File: config.mk
export PLATFORM = sky130hd
export DESIGN_NAME = mac_operand_seq
export DESIGN_NICKNAME = d
export VERILOG_FILES = /design/src/rtl/mac_operand_seq.sv
export SDC_FILE = /design/constraint.sdc
export NUM_CORES = 1
export LEC_CHECK = 0
export BUFFER_PORTS_ARGS = -buffer_cell sky130_fd_sc_hd__buf_4
export CAP_MARGIN = 40
export CORE_AREA = 2 2 157 159
export DETAILED_ROUTE_END_ITERATION = 16
export DIE_AREA = 0 0 159 161
export GPL_TIMING_DRIVEN = 0
export SKIP_CTS_REPAIR_TIMING = 1
export SYNTH_ARGS = -nofsm -noshare
export SYNTH_HDL_FRONTEND = slang
export SYNTH_SLANG_ARGS = --single-unit
File: constraint.sdc
create_clock -name clk -period 2.3 [get_ports clk]
set_clock_uncertainty 0.2 [all_clocks]
set_input_delay 0.345 -clock clk [delete_from_list [all_inputs] [get_ports clk]]
set_output_delay 0.345 -clock clk [all_outputs]
set_load 0.01 [all_outputs]
File: src/rtl/mac_operand_seq.sv
// Operand sequencer for a dot-product MAC: streams A/B reads, drives the MAC
// operand/clear/next controls, and returns mac_psum through a valid/ready result.
// Optional feature: define MAC_OPERAND_SEQ_STRIDE_EN to add the b_stride port.
module mac_operand_seq (
  input  logic        clk,
  input  logic        reset_n,
  input  logic        start,
  input  logic [8:0]  len,
  input  logic [9:0]  a_base,
  input  logic [9:0]  b_base,
`ifdef MAC_OPERAND_SEQ_STRIDE_EN
  input  logic [9:0]  b_stride,
`endif
  output logic        busy,
  output logic        mem_a_en,
  output logic        mem_b_en,
  output logic [9:0]  mem_a_addr,
  output logic [9:0]  mem_b_addr,
  input  logic [31:0] mem_a_rdata,
  input  logic [31:0] mem_b_rdata,
  output logic [31:0] mac_a,
  output logic [31:0] mac_b,
  output logic        mac_clear,
  output logic        mac_next,
  input  logic [64:0] mac_psum,
  output logic        res_valid,
  input  logic        res_ready,
  output logic [64:0] res_data,
  output logic [1:0]  o_dbg_state
);

  typedef enum logic [1:0] {
    ST_IDLE   = 2'd0,
    ST_RUN    = 2'd1,
    ST_DRAIN  = 2'd2,
    ST_RESULT = 2'd3
  } state_t;

  state_t      r_state;
  state_t      w_state_nx;
  logic [8:0]  r_len;
  logic [8:0]  r_k;
  logic [2:0]  r_drain;
  logic [9:0]  r_a_addr;
  logic [9:0]  r_b_addr;
  logic [9:0]  w_stride;
  logic        r_clear;
  logic        r_rd_v1;
  logic        r_op_v;
  logic        r_nx_v3;
  logic        r_next;
  logic [31:0] r_mac_a;
  logic [31:0] r_mac_b;
  logic [64:0] r_res_data;
  logic        w_accept;
  logic        w_run;
  logic        w_capture;

`ifdef MAC_OPERAND_SEQ_STRIDE_EN
  logic [9:0]  r_stride;

  always_ff @(posedge clk or negedge reset_n) begin
    if (!reset_n) begin
      r_stride <= 10'd0;
    end else if (w_accept) begin
      r_stride <= b_stride;
    end
  end

  assign w_stride = r_stride;
`else
  assign w_stride = 10'd1;
`endif

  assign w_accept  = (r_state == ST_IDLE) && start;
  assign w_run     = (r_state == ST_RUN);
  assign w_capture = (r_state == ST_DRAIN) && (r_drain == 3'd4);

  // DRAIN spans five cycles so the last product has been accumulated
  // (read -> data -> operand reg -> MAC operand reg -> product reg -> acc).
  always_comb begin
    w_state_nx = r_state;
    case (r_state)
      ST_IDLE: begin
        if (start) begin
          w_state_nx = (len == 9'd0) ? ST_DRAIN : ST_RUN;
        end
      end
      ST_RUN: begin
        if (r_k == (r_len - 9'd1)) begin
          w_state_nx = ST_DRAIN;
        end
      end
      ST_DRAIN: begin
        if (r_drain == 3'd4) begin
          w_state_nx = ST_RESULT;
        end
      end
      ST_RESULT: begin
        if (res_ready) begin
          w_state_nx = ST_IDLE;
        end
      end
      default: w_state_nx = ST_IDLE;
    endcase
  end

  always_ff @(posedge clk or negedge reset_n) begin
    if (!reset_n) begin
      r_state  <= ST_IDLE;
      r_len    <= 9'd0;
      r_k      <= 9'd0;
      r_drain  <= 3'd0;
      r_a_addr <= 10'd0;
      r_b_addr <= 10'd0;
      r_clear  <= 1'b0;
    end else begin
      r_state <= w_state_nx;
      r_clear <= w_accept;
      r_k     <= w_run ? (r_k + 9'd1) : 9'd0;
      r_drain <= (r_state == ST_DRAIN) ? (r_drain + 3'd1) : 3'd0;
      if (w_accept) begin
        r_len    <= len;
        r_a_addr <= a_base;
        r_b_addr <= b_base;
      end else if (w_run) begin
        r_a_addr <= r_a_addr + 10'd1;
        r_b_addr <= r_b_addr + w_stride;
      end
    end
  end

  // Tag pipeline: read issued in c, data returns c+1, operand slot c+2,
  // next pulse c+4 aligned with the MAC's two internal registers.
  always_ff @(posedge clk or negedge reset_n) begin
    if (!reset_n) begin
      r_rd_v1 <= 1'b0;
      r_op_v  <= 1'b0;
      r_nx_v3 <= 1'b0;
      r_next  <= 1'b0;
      r_mac_a <= 32'd0;
      r_mac_b <= 32'd0;
    end else begin
      r_rd_v1 <= w_run;
      r_op_v  <= r_rd_v1;
      r_nx_v3 <= r_op_v;
      r_next  <= r_nx_v3;
      r_mac_a <= r_rd_v1 ? mem_a_rdata : 32'd0;
      r_mac_b <= r_rd_v1 ? mem_b_rdata : 32'd0;
    end
  end

  always_ff @(posedge clk or negedge reset_n) begin
    if (!reset_n) begin
      r_res_data <= 65'd0;
    end else if (w_capture) begin
      r_res_data <= mac_psum;
    end
  end

  // Result handshake: res_valid/res_data hold until a cycle with
  // res_valid=1 and res_ready=1; the transfer completes on that edge.
  assign busy        = (r_state != ST_IDLE);
  assign mem_a_en    = w_run;
  assign mem_b_en    = w_run;
  assign mem_a_addr  = w_run ? r_a_addr : 10'd0;
  assign mem_b_addr  = w_run ? r_b_addr : 10'd0;
  assign mac_a       = r_mac_a;
  assign mac_b       = r_mac_b;
  assign mac_clear   = r_clear;
  assign mac_next    = r_next;
  assign res_valid   = (r_state == ST_RESULT);
  assign res_data    = r_res_data;
  assign o_dbg_state = r_state;

endmodule

# Yosys cells after proc, flatten, opt, wreduce, memory -nomap -nowiden

Cells that the tools add are included.

Mux-type cells: 16
Reductions and logical operators: 7
Equal/unequal tests: 9
Add/subtract/negate cells: 5

Operators with widths:

| cell                                                 | count |
|---|---|
| 2-to-1 mux 32 bit                                    | 2 |
| 2-to-1 mux 10 bit                                    | 6 |
| adder 10 x 1 -> 10 bit (second input constant)       | 2 |
| 2-to-1 mux 2 bit                                     | 5 |
| adder 9 x 1 -> 9 bit (second input constant)         | 1 |
| equality test 9 bit                                  | 1 |
| zero test 9 bit                                      | 1 |
| 2-to-1 mux 9 bit                                     | 1 |
| subtractor 9 x 1 -> 9 bit (second input constant)    | 1 |
| case mux 2 bit (4 select lines)                      | 1 |
| equality test 2 bit (second input constant)          | 2 |
| != test 2 x 1 -> 1 bit (second input constant)       | 2 |
| != test 2 bit (second input constant)                | 2 |
| AND reduction 4 bit                                  | 1 |
| nonzero test 2 bit                                   | 2 |
| adder 3 x 1 -> 3 bit (second input constant)         | 1 |
| equality test 3 bit (second input constant)          | 1 |
| 2-to-1 mux 3 bit                                     | 1 |
| equality test 2 x 1 -> 1 bit (second input constant) | 1 |
| logical AND 1 bit                                    | 2 |
| zero test 2 bit                                      | 1 |

Word-level logic and storage cells: 51
Output and inout port bits: 157
Bits in registers: 177
Input bits: 162

# Longest topological paths before layout

Word-level depth: 4
Depth in mapped cells: 8
Mapped depth without buffers: 7

# Worst setup path before layout

OpenSTA, ideal clock, no wires.

Path kind: reg2reg
From: reg r_len[2]
To: reg r_state[1] (netlist: o_dbg_state[1])
Arrival time: 1922 ps
Setup time: 128 ps
Cell stages (with the launch flop): 7
Setup slack: 50 ps
Path buffers: 1
Period minus slack after synthesis: 2250 ps
Data required time: 1972 ps
Cell sequence: dfrtp_1 -> buf_6 -> or4_1 -> a2111oi_2 -> o31ai_1 -> a211oi_2 -> mux2_1

Cells in the longest elaborated chain, start to end: 4

RTL lines:

| element                                 | line | RTL |
|---|---|---|
| start: declaration                      | 41   | `logic [8:0] r_len;` |
| start signal: assignment                | 123  | `r_len <= len;` |
| subtractor 9 x 1 -> 9 bit               | 90   | `if (r_k == (r_len - 9'd1)) begin` |
| equality test 9 bit                     | 90   |  |
| != test 2 x 1 -> 1 bit (no source line) | -    |  |
| AND reduction 4 bit (no source line)    | -    |  |
| end signal: assignment                  | 118  | `r_state <= w_state_nx;` |
| end: declaration                        | 39   | `state_t r_state;` |

No other way between the ends.
A chain may end at the register's enable or synchronous reset.

# Worst setup path after layout

From: reg r_len[5]
To: reg r_state[1] (netlist: o_dbg_state[1])

Same word-level chain as after synthesis.

==> results.cfg <==
[setup_path]
slowest_delay_ns = 0.56
cp_top_family = compound AO/OA/AOI/OAI gates
r2r-start = r_len[5]
slowest_stage = or4_4
crit_path_start = r_len[5]
arrival_ns = 2.41
path_cells = or4_4 -> a2111oi_4 -> o31ai_2 -> a211oi_2 -> mux2_1
crit_required_ns = 2.40
critPathKind = flip-flop to flip-flop
cp_max_fo = 6
end_kind = flip-flop
path_buf_inv = 0
rrSetupSlack_ns = -0.01
start_kind = flip-flop
r2r-end = o_dbg_state[1]
rr_worst_depth = 5

[final_layout]
fin_cells = 1404
fill_cells = 2109
diodes = 0
mostFrequentLayoutCell = buf_4
layout_common_cells = buf_4, dfrtp_1, dlygate4sd3_1, and2_1, mux2_2
area_growth_syn_to_layout_pct = 74.0
nets = 1240
drive_gt1_share_pct = 44.2

[timing]
drv_slew = 0
rsz0062_at_grt = yes
tns_ns = -0.00976
period_needed_ns = 2.31
maxSlewHeadroom_pct = 53.4
worst_pin_slew_ns = 0.699
max_freq_ghz = 0.433
fin_crit_sh_pct = 100
hold_viol = 0
worst_slack_ns = -0.00976
setup_viol = 1

[yosys]
ys_seq_area_share_pct = 62.3
syn_avg_cell_area_um2 = 12.8
synth_edf_count = 0
synth_top_cell_by_area = dfrtp_1
ys_top_cells_by_area = dfrtp_1, mux2_2, and2_1, xor2_1, ha_1
syn_nets = 729
ys_async_sr_fraction_pct = 100
syn-instance-count = 556
synth_top_area_share_pct = 62.3
synth_top_flop_cell = dfrtp_1
ys_seq_elements = 177
syn-cell-area_um2 = 7110
ys_warn_count = 0
synth_cell_types = 46

[global_route]
track_usage_pct = 14.8
gr-total-overflow = 0
grt_pass1_wl_um = 30100
antenna_found_initial = 0
grt_pass1_vias = 5553
grt_max_degree = 92

[cts]
worstSkewPairLatency_ns = 0.42
cts_made_buffers = 17
cts_buffer_depth = 2
cts.sinks = 177
cts.htree.levels = 4
cts-root-buf = clkbuf_16
clk_pin_slew_ns = 0.08
tritoncts = done

[run]
drv_cap = 0

[worst_hold_path]
min_path_type = input port to flip-flop
hold_path_end = r_a_addr[7]
holdCritStartpoint = a_base[7]
hold_depth = 3

[floorplanning]
rows = 57
die_y_um = 161
die_w_um = 159
coreArea_um2 = 24000
start_util_pct = 29.7
dieArea_um2 = 25600
ioPinCount = 319

[placement]
dpl.hpwl_um = 14200
pre_cts_ws_ns = -0.569
dpl.cell_count = 1199
gp_congestion = 0.787
port_buffers = 318

[route]
first_pass_iters = 4
drtIter0Drc = 255
drc = 0
ant_nets = 0
wire_per_inst_um = 14.9
vias_per_cell = 4.31
vias = 6045
drt_wl_total_um = 21000

[pwr]
power.total_mw = 11.6
vdd_drop_max_mv = 0.464
static-leakage-power_nw = 5.91
power_per_cell_area_nw_per_um2 = 940

[outcome]
outcome = finished with violations
failed_checks = setup timing
==> Yosys cell counts, types with 2 or more instances <==
master and instances:
nor4_1 2, mux2i_1 3, mux2_2 72, nor2b_1 4, ha_1 11, nor2_1 29
o21ai_0 8, xor2_1 20, inv_1 13, dfrtp_1 177, clkbuf_1 24, and2_1 87
xnor2_1 11, or3_1 3, nor3_1 5, nand2_1 20, nand3_1 16, a21oi_1 23
==> cell families after synthesis <==
family          share of synthesized area [%]
compound gates                           3.78
xor+xnor                                 3.82
fa+ha+maj                                1.94
buf+inv                                  2.29
flops                                    62.3
mux                                      12.0
simple gates                             13.9
==> registers in the layout, indices dropped and copies added, names as in the netlist, 2 cells and up <==
register / count
o_dbg_state: 2
mac_b: 32
r_drain: 3
r_a_addr: 10
mac_a: 32
res_data: 65
r_b_addr: 10
r_len: 9
r_k: 9
==> power by group <==
part           total, mW  internal, mW  switching, mW
registers           4.33          3.83          0.496
logic               4.34          2.38           1.97
clock network       2.97          1.59           1.38
==> routing by layer <==
layer  vias to the layer above  track usage [%]  part of all wire, %
met5                         -                0                    0
met4                         0             4.05                  1.0
met3                        15             5.80                  6.9
met2                       221             24.2                   50
met1                      2938             18.4                   42
li1                       2871                -                    -
==> worst max-delay path by stage <==
stage	to	depth (start not counted)
after floorplan	o_dbg_state[1]	6
after global placement	mem_b_addr[9]	7
after detailed placement	mem_b_addr[9]	7
after CTS	mem_b_addr[9]	7
after global routing	o_dbg_state[1]	5
final	o_dbg_state[1]	5
==> stage by stage <==
step / area (um^2) / hold slack [ns] / utilization [%]
floorplan: 7110 / -0.151 / -
global placement: 9900 / 0.135 / 41.3
detailed placement: 9940 / 0.136 / 41.5
CTS: 10500 / -0.263 / 44.0
global route: 12400 / 0.00298 / 51.6
finish: 12400 / 0.0153 / 51.6
==> layout make-up <==
cell class	instances	area, um^2	share of cell area [%]
buffer	27	174	1.41
clock buffer	18	439	3.55
clock inverter	14	166	1.34
inverter	13	48.8	0.394
multi-input combinational	339	2580	20.8
sequential	177	4440	35.9
tap	324	405	3.28
timing repair buffer	492	4120	33.3
==> worst min-delay path: cells and delay by family <==
kind | cells | cell delay, ns
AND/OR/NAND/NOR | 1 | 0.04
AO/OA/AOI/OAI | 1 | 0.12
buffers and inverters | 1 | 0.09
Note: power is estimated with default switching activity, not from simulation.
